### src/rtl/ara_w_byte_tap.sv
// Passive tap on Ara's VLSU AXI W channel: packs strobed bytes of accepted beats into
// dense full words and queues them for a result-dump sink, with flush and loss flagging.
module ara_w_byte_tap #(
   parameter int unsigned NrLanes      = 4,
   parameter int unsigned AxiDataWidth = 64 * NrLanes / 2,
   parameter int unsigned BeWidth      = AxiDataWidth / 8,
   parameter int unsigned FifoDepth    = 8
) (
   input  logic                       clk_i,
   input  logic                       rst_ni,
   input  logic                       en_i,
   input  logic [AxiDataWidth-1:0]    w_data_i,
   input  logic [BeWidth-1:0]         w_strb_i,
   input  logic                       w_valid_i,
   input  logic                       w_ready_i,
   input  logic                       flush_i,
   output logic                       flush_done_o,
   output logic [AxiDataWidth-1:0]    out_data_o,
   output logic [$clog2(BeWidth):0]   out_cnt_o,
   output logic                       out_valid_o,
   input  logic                       out_ready_i,
   output logic                       overflow_o,
   output logic [63:0]                byte_count_o
);

   localparam int unsigned CntW  = $clog2(BeWidth) + 1;
   localparam int unsigned FillW = $clog2(2 * BeWidth) + 1;
   localparam int unsigned OccW  = $clog2(FifoDepth) + 1;

   typedef struct packed {
      logic [CntW-1:0]         cnt;
      logic [AxiDataWidth-1:0] data;
   } word_t;

   typedef enum logic [1:0] {
      F_IDLE,
      F_PEND,
      F_DONE
   } fstate_e;

   fstate_e                   state_q, state_d;
   logic [AxiDataWidth-1:0]   stage_q, stage_d;
   logic [FillW-1:0]          fill_q, fill_d;
   logic [63:0]               bc_q, bc_d;
   word_t                     mem_q [FifoDepth];
   word_t                     mem_d [FifoDepth];
   logic [OccW-1:0]           occ_q, occ_d;
   logic                      valid_q;
   logic                      ovf_q, ovf_d;
   logic                      flush_done_q;

   logic                      accept;
   logic [AxiDataWidth-1:0]   packed_c;
   logic [CntW-1:0]           pcnt;
   logic [2*AxiDataWidth-1:0] merged;
   logic [FillW-1:0]          sum;
   logic                      push_req;
   word_t                     push_word;
   logic                      pop;
   logic                      push_ok;
   logic [OccW-1:0]           wr_idx;

   assign accept = w_valid_i && w_ready_i && en_i;

   // Compact strobed lanes of the beat into the low bytes, ascending lane order.
   always_comb begin
      packed_c = '0;
      pcnt     = '0;
      for (int i = 0; i < int'(BeWidth); i++) begin
         if (w_strb_i[i]) begin
            packed_c[{pcnt[CntW-2:0], 3'b000} +: 8] = w_data_i[8*i +: 8];
            pcnt = pcnt + CntW'(1);
         end
      end
   end

   assign merged = {{AxiDataWidth{1'b0}}, stage_q}
                 | ({{AxiDataWidth{1'b0}}, packed_c} << {fill_q, 3'b000});
   assign sum    = fill_q + FillW'(pcnt);

   // Staging update, word formation and flush sequencing.
   always_comb begin
      state_d   = state_q;
      stage_d   = stage_q;
      fill_d    = fill_q;
      bc_d      = bc_q;
      push_req  = 1'b0;
      push_word = '0;
      if (accept) begin
         bc_d = bc_q + 64'(pcnt);
         if (sum >= FillW'(BeWidth)) begin
            push_req       = 1'b1;
            push_word.data = merged[AxiDataWidth-1:0];
            push_word.cnt  = CntW'(BeWidth);
            stage_d        = merged[2*AxiDataWidth-1:AxiDataWidth];
            fill_d         = sum - FillW'(BeWidth);
         end else begin
            stage_d = merged[AxiDataWidth-1:0];
            fill_d  = sum;
         end
      end
      case (state_q)
         F_IDLE: if (flush_i) state_d = F_PEND;
         F_PEND: begin
            if (!accept) begin
               if (fill_q != '0) begin
                  push_req       = 1'b1;
                  push_word.data = stage_q;
                  push_word.cnt  = CntW'(fill_q);
                  stage_d        = '0;
                  fill_d         = '0;
               end
               state_d = F_DONE;
            end
         end
         F_DONE:  state_d = F_IDLE;
         default: state_d = F_IDLE;
      endcase
   end

   // Shift-register FIFO: entry 0 is always the head, so outputs come straight from flops.
   always_comb begin
      pop     = valid_q && out_ready_i;
      push_ok = push_req && ((occ_q != OccW'(FifoDepth)) || pop);
      ovf_d   = ovf_q || (push_req && !push_ok);
      wr_idx  = pop ? (occ_q - OccW'(1)) : occ_q;
      mem_d   = mem_q;
      occ_d   = occ_q;
      if (pop) begin
         for (int i = 0; i < int'(FifoDepth) - 1; i++) mem_d[i] = mem_q[i+1];
         mem_d[FifoDepth-1] = '0;
      end
      if (push_ok) mem_d[wr_idx[OccW-2:0]] = push_word;
      case ({push_ok, pop})
         2'b10:   occ_d = occ_q + OccW'(1);
         2'b01:   occ_d = occ_q - OccW'(1);
         default: occ_d = occ_q;
      endcase
   end

   always_ff @(posedge clk_i or negedge rst_ni) begin
      if (!rst_ni) begin
         state_q      <= F_IDLE;
         stage_q      <= '0;
         fill_q       <= '0;
         bc_q         <= '0;
         occ_q        <= '0;
         valid_q      <= 1'b0;
         ovf_q        <= 1'b0;
         flush_done_q <= 1'b0;
         for (int i = 0; i < int'(FifoDepth); i++) mem_q[i] <= '0;
      end else begin
         state_q      <= state_d;
         stage_q      <= stage_d;
         fill_q       <= fill_d;
         bc_q         <= bc_d;
         occ_q        <= occ_d;
         valid_q      <= (occ_d != '0);
         ovf_q        <= ovf_d;
         flush_done_q <= (state_q == F_DONE);
         for (int i = 0; i < int'(FifoDepth); i++) mem_q[i] <= mem_d[i];
      end
   end

   assign out_data_o   = mem_q[0].data;
   assign out_cnt_o    = mem_q[0].cnt;
   assign out_valid_o  = valid_q;
   assign overflow_o   = ovf_q;
   assign byte_count_o = bc_q;
   assign flush_done_o = flush_done_q;

endmodule

### config.mk
export PLATFORM = sky130hd
export DESIGN_NAME = ara_w_byte_tap
export DESIGN_NICKNAME = d
export VERILOG_FILES = /design/src/rtl/ara_w_byte_tap.sv
export SDC_FILE = /design/constraint.sdc
export NUM_CORES = 2
export LEC_CHECK = 0
export BUFFER_PORTS_ARGS = -buffer_cell sky130_fd_sc_hd__clkbuf_2
export CAP_MARGIN = 20
export CORE_ASPECT_RATIO = 0.5
export CORE_UTILIZATION = 58
export DETAILED_ROUTE_END_ITERATION = 7
export PLACE_DENSITY = 0.74
export REMOVE_ABC_BUFFERS = 1
export SLEW_MARGIN = 30
export SYNTH_ARGS = -nofsm -noshare
export SYNTH_HDL_FRONTEND = slang
export SYNTH_SLANG_ARGS = --single-unit
export TNS_END_PERCENT = 5
### constraint.sdc
create_clock -name clk_i -period 5.2 [get_ports clk_i]
set_input_delay 0.26 -clock clk_i [delete_from_list [all_inputs] [get_ports clk_i]]
set_output_delay 0.26 -clock clk_i [all_outputs]
set_load 0.1 [all_outputs]
==> summary.md, run 1 <==
| Metric | Value |
|---|---|
| Yosys warns | `0` |
| Grt repair worst endpoint | `byte_count_o[60]$_DFFE_PN0P_/D` |
| Library cells used by synthesis | `128` |
| Gr usage total | `0.743` |
| #FFs+latches synth | `1,271` |
| # clock sinks | `1,271` |
| Status | `stopped before the end` |
| Routability cong. | `1.26` |
| Error msg | `[ERROR GRT-0232] Routing congestion too high. Check the congestion heatmap in the GUI.` |
| Worst-case clock buffer depth | `3` |
| Ys flop type | `dfrtp_1` |
| Syn Inst Count | `12,000` |
| Register area share after synthesis | `0.348` |
| Post-synth top area share | `0.348` |
| CTS Buf Count | `108` |
| Mapped cell area | `91,500 um^2` |
| Largest net degree at the start of global routing | `229` |
| Root Buffer | `clkbuf_16` |
| H-tree levels | `3` |
| Dpl hpwl | `335,000 um` |
| Ranking of synthesized cells by area | `dfrtp_1 (35%), nand2_1 (12%), nor2_1 (4.6%)` |
| Site Rows | `102` |
| Die width | `564 um` |
| Die H | `283 um` |
| Number of flops mapped to enable cells by yosys | `0` |
| WEP type | `register data pin` |
| # IOs | `351` |
| Async S/R FF share, synth | `1.00` |
| IO buf count | `350` |
| Starting Density | `0.587` |
| Synth Area per Inst | `7.61 um^2` |
| GRT Residual Overflow | `220` |
| Halt Stage | `global routing` |
| Synth area leader | `dfrtp_1` |
layer usage:
metal / global-route usage / overflow
met1: 0.789 / 17
met5: 0.269 / 5
met2: 0.910 / 95
met4: 0.670 / 83
met3: 0.566 / 20
cells in the mapped netlist (52+ instances only):
master	count
a22o_1	68
nor2_1	1114
a21oi_1	834
o221ai_1	52
or3_1	60
ha_1	68
a31oi_1	549
buf_1	107
a22oi_1	117
mux2i_1	267
inv_1	71
buf_4	146
clkbuf_1	820
mux2_2	99
xnor2_1	111
o211ai_1	156
a221oi_1	113
nor3_1	216
nand2b_1	52
nand4_1	58
a21o_1	82
o21ai_0	369
nand3_1	386
dfrtp_1	1271
o22ai_1	116
o21ai_1	75
a211oi_1	183
nand2_1	2841
and3_1	527
and2_1	83
per-stage QoR:
stage / setup slack (ns) / cells / instance area (um^2) / hold slack, ns
global placement: -8.45 / 15900 / 112000 / 0.377
floorplan: -19.02 / 10900 / 86600 / -0.0356
CTS: -5.81 / 16200 / 120000 / 0.0449
detailed placement: -8.65 / 15900 / 112000 / 0.380
cell families after synthesis:
logic type	after synthesis	share of synthesized area
buffers and inverters	1198	0.0565
adders and majority gates	71	0.00996
DFF	1271	0.348
muxes	403	0.0497
xor gates and xnor gates	185	0.0239
AOI/OAI and AO/OA	3380	0.250
and+or+nand+nor	5508	0.262
repair_timing:
| item | CTS |
|---|---|
| gates cloned | 30 |
| gates resized for setup | 521 |
| pin swaps | 120 |
| buffers inserted | 109 |
| hold endpoints to repair | 100 |
| setup endpoints to repair | 1268 |
| hold buffers | 2 |
==> inputs of run 2 (changes only) <==
--- a/config.mk
+++ b/config.mk
@@ -7,10 +7,9 @@
 export LEC_CHECK = 0
 export BUFFER_PORTS_ARGS = -buffer_cell sky130_fd_sc_hd__clkbuf_2
 export CAP_MARGIN = 20
-export CORE_ASPECT_RATIO = 0.5
-export CORE_UTILIZATION = 58
+export CORE_UTILIZATION = 40
 export DETAILED_ROUTE_END_ITERATION = 7
-export PLACE_DENSITY = 0.74
+export PLACE_DENSITY_LB_ADDON = 0.15
 export REMOVE_ABC_BUFFERS = 1
 export SLEW_MARGIN = 30
 export SYNTH_ARGS = -nofsm -noshare
==> constraint.sdc (replaced) <==
create_clock -name clk_i -period 6.75 [get_ports clk_i]
set_input_delay 0.3375 -clock clk_i [delete_from_list [all_inputs] [get_ports clk_i]]
set_output_delay 0.3375 -clock clk_i [all_outputs]
set_load 0.1 [all_outputs]
==> summary.md, run 2 <==
| Metric | Value |
|---|---|
| Status | `complete, but fails checks` |
| Failing checks | `max-capacitance violations, max-slew violations, negative setup slack` |
| # IOs | `351` |
| # fillers | `20,200` |
| Most used cell along the critical path | `ha_4` |
| Synth Area per Inst | `7.61 um^2` |
| WL/cell | `32.9 um` |
| Yosys warns | `0` |
| Max-Cap Viols | `1` |
| Max reg flops | `931` |
| Critical Path AT | `12.28 ns` |
| Clock skew | `0.0969 ns` |
| Mapped cell area | `91,500 um^2` |
| Die H | `480 um` |
| Worst-case clock buffer depth | `3` |
| First-pass GRT wire length | `783,000 um` |
| Dpl hpwl | `424,000 um` |
| Non-Filler Instances | `17,700` |
| Vias | `115,000` |
| Worst path required time | `7.52 ns` |
| Commonest non-fill, non-tap cell in the layout | `nand2_1` |
| Ys flop type | `dfrtp_1` |
| Post-synth top area share | `0.348` |
| Startpoint Class | `primary input` |
| Count leader, synth | `nand2_1` |
| Synth area leader | `dfrtp_1` |
| CP max stage delay | `0.58 ns` |
| Via density | `6.50` |
| Final Max Slew Viols | `3` |
| Final worst slack | `-4.76 ns` |
| Crit path time final | `11.51 ns` |
| Crit path kind | `primary input to register` |
| Most frequent cells in the layout | `nand2_1 (2,793), buf_4 (2,735), dfrtp_1 (1,266)` |
| Starting Density | `0.402` |
| Clock transition at path regs | `0.06 ns` |
| H-tree levels | `4` |
| Ranking of synthesized cells by area | `dfrtp_1 (35%), nand2_1 (12%), nor2_1 (4.6%)` |
| Initial antenna violation count | `33` |
| Post-synthesis simple-gate area fraction | `0.262` |
| Mux contribution to synthesized area | `0.0497` |
| Largest net degree at the start of global routing | `236` |
| GRT Residual Overflow | `0` |
| Register area share after synthesis | `0.348` |
| Root Buffer | `clkbuf_16` |
| CTS Buf Count | `137` |
| Drt initial violations | `16,100` |
| Routability cong. | `1.12` |
| TritonRoute pass-1 iters | `8` |
| Antenna viol nets, final | `0` |
| Worst-Skew Late Latency | `0.86 ns` |
| Compound-Gate Fraction of Synth Area | `0.250` |
| Share of layout cells above drive strength 1 | `0.310` |
| Highest Clock Rate | `86.9 MHz` |
| Number of flops mapped to enable cells by yosys | `0` |
| Nets | `14,800` |
| Routed wire length | `581,000 um` |
| Slew HR | `-0.122` |
| Async S/R FF share, synth | `1.00` |
| Gr usage total | `0.468` |
| Synth top cells by count | `nand2_1 (2,841), dfrtp_1 (1,271), nor2_1 (1,114)` |
| CTS tree | `built` |
| Largest family of logic cells by synthesized area | `simple AND/OR/NAND/NOR gates` |
| CP endpoint kind | `register` |
| IO buf count | `350` |
| Area Overhead vs Synth | `41.0%` |
| Slowest cell on crit path | `fa_1` |
| Vias in the first global route | `108,000` |
| Final hold vios | `0` |
| Core area | `227,000 um^2` |
| DRC | `0` |
| Die width | `480 um` |
| RSZ-0062 raised after global routing | `true` |
| Final Cycle Share | `1.71` |
| Site Rows | `175` |
| Slew @ Worst Pin | `1.67 ns` |
| Post-Synth XOR/XNOR Area | `0.0239` |
| Library cells used by synthesis | `128` |
| Post-synthesis adder-cell area fraction | `0.00996` |
| Hold Crit Class | `primary input to async pin` |
| Crit path max fanout | `28` |
| Final setup fails | `1,266` |
| Post-placement cell count | `17,100` |
| # clock sinks | `1,271` |
| #FFs+latches synth | `1,271` |
| Largest Register | `mem_q` |
| DIE AREA | `231,000 um^2` |
| Syn Inst Count | `12,000` |
==> run 2: routing by layer <==
| metal | vias to the layer above | share of wire | track usage |
|---|---|---|---|
| li1 | 48400 | - | - |
| met1 | 56000 | 0.36 | 0.561 |
| met2 | 8187 | 0.43 | 0.713 |
| met3 | 2371 | 0.11 | 0.117 |
| met4 | 20 | 0.10 | 0.378 |
| met5 | - | 0.00027 | 0 |
==> run 2: area by class of cell <==
class | instances | area [um^2] | share of cell area
timing repair buffer | 3499 | 30100 | 0.233
inverter | 82 | 324 | 0.00251
sequential | 1271 | 31800 | 0.247
tap | 3009 | 3760 | 0.0292
clock buffer | 186 | 3800 | 0.0295
multi-input combinational | 9547 | 58000 | 0.450
antenna | 23 | 57.6 | 0.000446
clock inverter | 62 | 1070 | 0.00829
==> run 2: cell families after synthesis <==
logic type                 count (synthesis)
AOI/OAI and AO/OA                       3380
xor gates and xnor gates                 185
adders and majority gates                 71
buffers and inverters                   1198
DFF                                     1271
muxes                                    403
and+or+nand+nor                         5508
==> run 2: final timing paths <==
kind | depth (start not counted) | startpoint | endpoint | slack (ns)
setup reg to reg | 14 | fill_q[3] | mem_q[401] | 2.36
hold / removal | 2 | rst_ni | mem_q[155] | 0.09
setup / recovery | 69 | w_strb_i[1] | mem_q[284] | -4.76
max in group asynchronous | 4 | rst_ni | mem_q[907] | 4.65
hold reg to reg | 1 | state_q[1] | state_q[0] | 0.48
min in group clk_i | 4 | out_ready_i | mem_q[374] | 0.17
==> run 2: repair_timing <==
action / CTS / global route
resized for setup: 427 / 490
gates cloned: 17 / 44
buffers inserted: 102 / 144
endpoints found under the setup margin: 1266 / 1266
pin swaps: 78 / 124
hold buffers: 2 / 0
endpoints found under the hold margin: 116 / 0
==> run 2: worst max-delay path: cells and delay by family <==
kind                       cells  cell delay, ns
AOI/OAI and AO/OA             20            3.18
and+or+nand+nor               25            3.12
buffers and inverters          8            1.19
adders and majority gates     15            4.31
xor gates and xnor gates       1            0.11
==> run 2: metrics by stage <==
step            util  hold WS, ns  setup TNS (ns)  setup slack, ns  cell area [um^2]
2_1_floorplan      -       0.0419               -           -17.47             86600
3_3_place_gp   0.510        0.406        -8558.70            -7.27            116000
3_5_place_dp   0.510        0.422        -8563.01            -7.23            116000
4_1_cts        0.546        0.131        -5120.36            -4.29            124000
5_1_grt        0.567        0.160        -5948.66            -4.98            129000
6_report       0.567       0.0945        -5666.45            -4.76            129000
Power of run 2 is not shown: default switching activity piles up to over one toggle a cycle in this logic, so the estimate is an artifact.
